[config.mk]
export PLATFORM = sky130hd
export DESIGN_NAME = phase_shift_gen
export DESIGN_NICKNAME = d
export VERILOG_FILES = /design/src/rtl/phase_shift_gen.sv
export SDC_FILE = /design/constraint.sdc
export NUM_CORES = 1
export LEC_CHECK = 0
export ABC_CLOCK_PERIOD_IN_PS = 5610
export CAP_MARGIN = 20
export CORE_MARGIN = 2
export CORE_UTILIZATION = 50
export CTS_BUF_LIST = sky130_fd_sc_hd__clkbuf_8
export CTS_CLUSTER_DIAMETER = 200
export DETAILED_ROUTE_END_ITERATION = 10
export PLACE_DENSITY = 0.7
export SLEW_MARGIN = 20
export SYNTH_ARGS = -nofsm -noshare
export SYNTH_HDL_FRONTEND = slang
export SYNTH_SLANG_ARGS = --single-unit
[constraint.sdc]
create_clock -name clk -period 5.61 [get_ports clk]
set_input_delay 1.122 -clock clk [delete_from_list [all_inputs] [get_ports clk]]
set_output_delay 1.122 -clock clk [all_outputs]
set_load 0.02 [all_outputs]
[src/rtl/phase_shift_gen.sv]
// phase_shift_gen: N_CH square-wave dividers, each able to stretch or shrink one half-period on command.
// Define PHASE_TRACK_EN to build the per-channel signed cumulative-shift accumulators on phase_acc.
module phase_shift_gen #(
  parameter int N_CH = 2,
  parameter int CNT_W = 16,
  parameter int STEP_W = 16,
  parameter int unsigned HALF_PERIOD_DEF = 4999,
  localparam int CH_W = N_CH > 1 ? $clog2(N_CH) : 1
) (
  input  logic clk,
  input  logic rst,
  input  logic [CNT_W-1:0] half_period,
  input  logic sync_req,
  input  logic cmd_valid,
  output logic cmd_ready,
  input  logic [CH_W-1:0] cmd_ch,
  input  logic cmd_dir,
  input  logic [STEP_W-1:0] cmd_step,
  output logic [N_CH-1:0] mod_out,
  output logic [N_CH-1:0] shift_done,
  output logic [N_CH*(CNT_W+2)-1:0] phase_acc
);
  typedef enum logic [1:0] {IDLE, ARMED, APPLY} state_t;
  localparam logic [CNT_W-1:0] H_DEF = CNT_W'(HALF_PERIOD_DEF);
  logic [N_CH-1:0] idle;
  always_comb begin
    cmd_ready = 1'b0;
    for (int i = 0; i < N_CH; i++) cmd_ready = cmd_ready | (idle[i] & (cmd_ch == CH_W'(i)));
  end
  for (genvar c = 0; c < N_CH; c++) begin : g_ch
    state_t st, st_nxt;
    logic [CNT_W-1:0] cnt, term, term_nxt, step_x, eff;
    logic [STEP_W-1:0] step;
    logic dir, mod, hit, accept, sat;
    assign hit = cnt == term;
    assign accept = cmd_valid & cmd_ready & (cmd_ch == CH_W'(c));
    assign step_x = CNT_W'(step);
    // H+step overflows exactly when step exceeds the headroom ~H = max-H
    assign sat = step_x > ~half_period;
    assign eff = dir ? (sat ? ~half_period : step_x) : (step_x > half_period ? half_period : step_x);
    assign idle[c] = st == IDLE;
    assign mod_out[c] = mod;
    assign shift_done[c] = st == APPLY && hit && !sync_req;
    always_comb begin
      st_nxt = st;
      term_nxt = hit ? half_period : term;
      if (sync_req) begin
        st_nxt = IDLE;
        term_nxt = half_period;
      end else if (st == IDLE && accept) st_nxt = ARMED;
      else if (st == ARMED && hit) begin
        st_nxt = APPLY;
        term_nxt = dir ? half_period + eff : half_period - eff;
      end else if (st == APPLY && hit) st_nxt = IDLE;
    end
    always_ff @(posedge clk or negedge rst)
      if (!rst) begin
        st <= IDLE;
        cnt <= '0;
        term <= H_DEF;
        mod <= 1'b0;
        dir <= 1'b0;
        step <= '0;
      end else begin
        st <= st_nxt;
        term <= term_nxt;
        cnt <= sync_req || hit ? '0 : cnt + CNT_W'(1);
        mod <= !sync_req && (mod ^ hit);
        if (accept) begin
          dir <= cmd_dir;
          step <= cmd_step;
        end
      end
`ifdef PHASE_TRACK_EN
    // effective step is frozen when the modified terminal is loaded, so a later base change cannot skew it
    logic [CNT_W-1:0] eff_q;
    logic [CNT_W+1:0] acc;
    always_ff @(posedge clk or negedge rst)
      if (!rst) begin
        eff_q <= '0;
        acc <= '0;
      end else begin
        if (st == ARMED && hit) eff_q <= eff;
        if (sync_req) acc <= '0;
        else if (shift_done[c]) acc <= dir ? acc + (CNT_W+2)'(eff_q) : acc - (CNT_W+2)'(eff_q);
      end
    assign phase_acc[c*(CNT_W+2) +: CNT_W+2] = acc;
`else
    assign phase_acc[c*(CNT_W+2) +: CNT_W+2] = '0;
`endif
  end
endmodule

======== Yosys cells after proc, flatten, opt, wreduce, memory -nomap -nowiden ========
Index checks and enable logic that the tools add are counted.
storage, ports and cells
  register bits ........................... 104
  input port bits ......................... 38
  output and inout port bits .............. 41
  word-level logic and storage cells ...... 81
cells by class
  add/sub/neg operators ................... 6
  order comparisons ....................... 4
  equal/unequal tests ..................... 6
  muxes and demuxes ....................... 26
  bitwise operators ....................... 10
  reductions and logical operators ........ 17
operators by type and width
  kind                   number
  $mux 16                18
  $gt 16x16->1           4
  $add 16x1->16 const B  2
  $add 16x16->16         2
  $eq 16x16->1           2
  $sub 16x16->16         2
  $mux 2                 8
  $not 16->16            1
  $logic_and 1x1->1      10
  $reduce_bool 4->1      2
  $and 1x1->1            5
  $eq 2x1->1 const B     2
  $eq 2x2->1 const B     2
  $logic_not 2->1        2
  $logic_or 1x1->1       2
  $xor 1x1->1            2
  $logic_not 1->1        1
  $not 1->1              1
  $or 1x1->1             1

======== Logic depth before layout (Yosys ltp) ========
  depth in word-level cells ............... 9
  depth in mapped cells ................... 29
  mapped depth without buffers ............ 27

======== Least setup slack after synthesis ========
Ideal clock, no wire load.
  path type ............................... input to register
  start ................................... in half_period[14]
  end ..................................... reg g_ch[1].term[15]
  setup time .............................. 0.073 ns
  arrival ................................. 6.812 ns
  data required time ...................... 5.537 ns
  path slack .............................. -1.275 ns
  cell stages on the path ................. 26
  path buffers ............................ 1
  path through ............................ clkbuf_1 inv_1 ha_1 or3_1 or3_1 a21oi_2 o311ai_0 a32o_1 a211oi_1 inv_1 ha_1 inv_1 o21ai_0 ha_1 a21o_1 a21oi_1 o21bai_1 a2111o_1 nand2_1 o21ai_0 nand3_1 a21oi_1 a211oi_1 xnor3_1 mux2_2 a21oi_2
between the ends
  word-level cells in the longest chain between the ends .. 9
  elaborated cells between the ends (all ways) .. 12
  those cells by class .................... 2 x add/sub; 2 x order compare; 7 x mux; 1 x bitwise
RTL lines
  element                                           line    source
  start, declared                                   12      input logic [CNT_W-1:0] half_period,
  $not 16->16                                       39, 40
  $gt 16x16->1                                      39      assign sat = step_x > ~half_period;
  $mux 16 (2 in a row)                              40      assign eff = dir ? (sat ? ~half_period : step_x) : (step_x > half_period ? half_period : step_x);
  $sub 16x16->16 or $add 16x16->16 (tied branches)  53      term_nxt = dir ? half_period + eff : half_period - eff;
  $mux 16 *                                         53
  $mux 16 *                                         51      else if (st == ARMED && hit) begin
  $mux 16 *                                         50      end else if (st == IDLE && accept) st_nxt = ARMED;
  $mux 16 *                                         47      if (sync_req) begin
  named net g_ch[1].term_nxt[15]                    32      logic [CNT_W-1:0] cnt, term, term_nxt, step_x, eff;
  end signal, assigned                              66      term <= term_nxt;
  end, declared                                     32
Mark *: on every way through the listed nets, which the timed path passes. The rest lies on a longest branch.
A chain may end at the register's enable or synchronous reset.

======== Worst setup path in the final report ========
  start ................................... in half_period[2]
  end ..................................... reg g_ch[1].term[13]
Same word-level chain as after synthesis.

==> impl_metrics.ini <==
[grt]
grt_start_max_net_pins = 74
grt_usage_pct = 30.24
overflow = 0
grt_pass1_vias = 9753
antenna_found_initial = 0
grt_pass1_wl_mm = 50.80

[routing]
vias = 10134
firstDrtPassIters = 7
wl_per_cell_um = 19.27
wl_mm = 33.49
drc_errors = 0
ant_nets = 0
routed_via_density = 5.831
first_iter_violations = 1004

[placed_design]
gp_congestion = 0.9549
port_buffers = 42
dp_hpwl_mm = 23.54
dpl.cell_count = 1667
pre_cts_ws_ps = -1426

[critical_path]
crit_fanout = 4
reg2reg_from = g_ch[1].step[11]
required_ps = 5900
worst_r2r_endpoint = g_ch[1].term[13]
crit_path_start_kind = input pin
r2r_slack_ps = -50
crit_type = input pin to flip-flop
end_kind = flip-flop
cp.arrival_ps = 6310
reg2reg_depth = 24

[power]
comb_power_share_pct = 71.7
seqPwrFrac_pct = 18.6
clkPwrFrac_pct = 9.6
p_leak_nw = 6.090
ir_worst_vdd_v = 0.0002384
p_sw_share_pct = 41.98
powerDensity_mw_per_mm2 = 365.6
p_sw_mw = 2.138
internal_power_mw = 2.955

[clock_network]
clk_latency_ps = 420
cts_tree = yes
numCtsBuffers = 9
clockRootBuffer = clkbuf_8
h-tree-depth = 3
clockBufferDepth = 2
cts_sinks = 104
cts.reportedPaths.clkPinSlew_ps = 110
ctsHoldBuffers = 0

[finish]
regArea_mm2 = 0.002620
multi_input_area_mm2 = 0.007840
fin_cells = 1738
syn2layout_area_growth_pct = 39.99
layout-drive-gt1-share_pct = 36.86
fill_cells = 1470
nNetsFinal = 1614
antenna_cells = 0

[sta]
finalHoldViolations = 0
min_period_ps = 6016
finalWorstSetupSlack_ps = -406.1
slew_viol_final = 0
rsz0062_at_grt = true
worstMarginPinSlew_ps = 914.8
fin_worst_skew_ps = 28.99
tns_ps = -1975
setup_viol_count_final = 8
fmax_mhz = 166.2
post-route-period-util_pct = 107.2
relSlewSlack_pct = 39.01

[yosys]
synthTopCellsByCount = nor2_1, ha_1, a21oi_1, dfrtp_1, nand2_1
ys_warn_count = 0
syn_area_mm2 = 0.009950
yosysSeqAreaShare_pct = 26.33
async_flop_share_pct = 100.0
yosys-top-cells-area = dfrtp_1, ha_1, xnor2_1, a21oi_1, nor2_1
syn_inst = 1171
yosys.area.top_type_share_pct = 22.64
yosysUniqueCellTypes = 79
yosysTopAreaCell = dfrtp_1
yosysMostFrequentCell = nor2_1
synth_area_per_cell_um2 = 8.497
synth_ff_type = dfrtp_1
ys_ff_latch = 104
synth-edff-count = 0

[floorplan]
pin_count = 79
coreArea_mm2 = 0.01953
die_width_um = 145.1
die_area_mm2 = 0.02104
row_count = 51
die_h_um = 145.1
start_util_pct = 50.95

[run_status]
status = complete, but fails checks
violations = setup timing

[min_path]
min_to = g_ch[1].term[7]
hp-start = g_ch[1].term[7]
hold_depth = 2
hp-class = flip-flop to flip-flop

[job]
cap_violations = 0
-- placed cells by master, fill, tap and decap left out, types with 9 or more instances in the layout --
cell,count
buf_4,279
nor2_1,104
dfrtp_1,90
nand2_1,83
xnor2_1,77
ha_1,76
a21oi_1,75
inv_1,40
conb_1,36
o21ai_0,35
nand3_1,30
ha_4,28
mux2_2,27
nand4_1,26
xor2_1,25
clkdlybuf4s50_1,25
a21oi_2,22
o22ai_1,22
a21o_1,20
and3_1,17
mux2i_1,16
buf_6,16
dfstp_2,14
nor2b_1,10
o21ai_2,9
a22oi_1,9
clkbuf_8,9
-- what timing repair did --
action | in CTS | in global routing
endpoints found under the hold margin | 0 | 0
setup endpoints to repair | 17 | 16
pin swaps | 86 | 113
setup buffers | 35 | 23
gates resized for setup | 138 | 107
-- registers in the layout, summed over array words and instances, names as in the netlist --
register	count
g_ch.st	4
g_ch.step	32
g_ch.dir	2
g_ch.mod	2
g_ch.term	32
g_ch.cnt	32
-- worst max path at each step --
stage               cells after the start          endpoint  slack [ps]             from
floorplan                              25  g_ch[1].term[13]        -480  half_period[11]
global placement                       27  g_ch[1].term[13]       -1270   half_period[3]
detailed placement                     26  g_ch[0].term[15]       -1430  half_period[10]
CTS                                    26  g_ch[1].term[13]        -480  half_period[11]
global route                           26  g_ch[1].term[13]        -590  half_period[11]
finish                                 27  g_ch[1].term[13]        -410   half_period[2]
-- cell families after synthesis --
group	after synthesis	share of synthesized area, %
simple gates	361	18.31
compound gates	302	20.03
buf+inv	142	7.017
fa+ha+maj	108	13.73
xor+xnor	108	9.645
flops	104	26.33
mux	45	4.892
other cells	1	0.03769
-- critical path, cell delays in order --
cell             delay [ps]
clkdlybuf4s15_2         190
inv_2                    60
buf_6                   130
ha_4                    260
nor2_2                   50
a221o_1                 330
a211o_1                 370
o31ai_4                 350
mux2_4                  360
o311ai_4                 90
inv_1                    70
ha_1                    270
inv_1                    40
o21ai_2                 160
ha_1                    250
a21o_1                  170
a21oi_2                 150
o21bai_1                120
a2111o_1                390
a31o_2                  210
a21o_1                  170
a21o_1                  160
a21o_1                  150
a21o_1                  180
a21oi_2                 130
xnor2_1                  90
a221o_1                 290
-- metrics by stage --
step | area (µm²) | hold slack [ps] | total power [mW] | utilization [%]
after global routing | 13930 | 565.1 | 5.423 | 71.33
after global placement | 12370 | 514.1 | 3.800 | 63.35
after detailed placement | 12370 | 519.2 | 3.864 | 63.35
after CTS | 13270 | 547.4 | 4.599 | 67.95
final | 13930 | 542.7 | 5.093 | 71.33
after floorplan | 10280 | 474.1 | 2.683 | -
-- cell type report --
class	count	share of cell area [%]
Clock buffer	9	0.8893
Clock inverter	7	0.5390
Sequential cell	104	18.81
Inverter	55	1.662
Timing Repair Buffer	338	19.43
Tap cell	265	2.381
Multi-Input combinational cell	960	56.29
-- layer usage --
| layer | global-route usage (%) | share of wire (%) | vias to the layer above |
|---|---|---|---|
| met3 | 3.899 | 6.8 | 135 |
| li1 | - | - | 4767 |
| met4 | 16.37 | 6.7 | 0 |
| met1 | 39.95 | 42 | 4767 |
| met2 | 48.33 | 45 | 465 |
| met5 | 0 | 0 | - |
-- power groups by stage --
stage                     clock (mW)  combinational [mW]  sequential [mW]
after floorplan                    0                1.77            0.915
after global placement             0                2.86            0.936
after detailed placement           0                2.92            0.942
after CTS                      0.492                3.17            0.939
after global routing           0.517                3.95            0.957
final                          0.491                3.65            0.949
(Power assumes the default switching activity.)
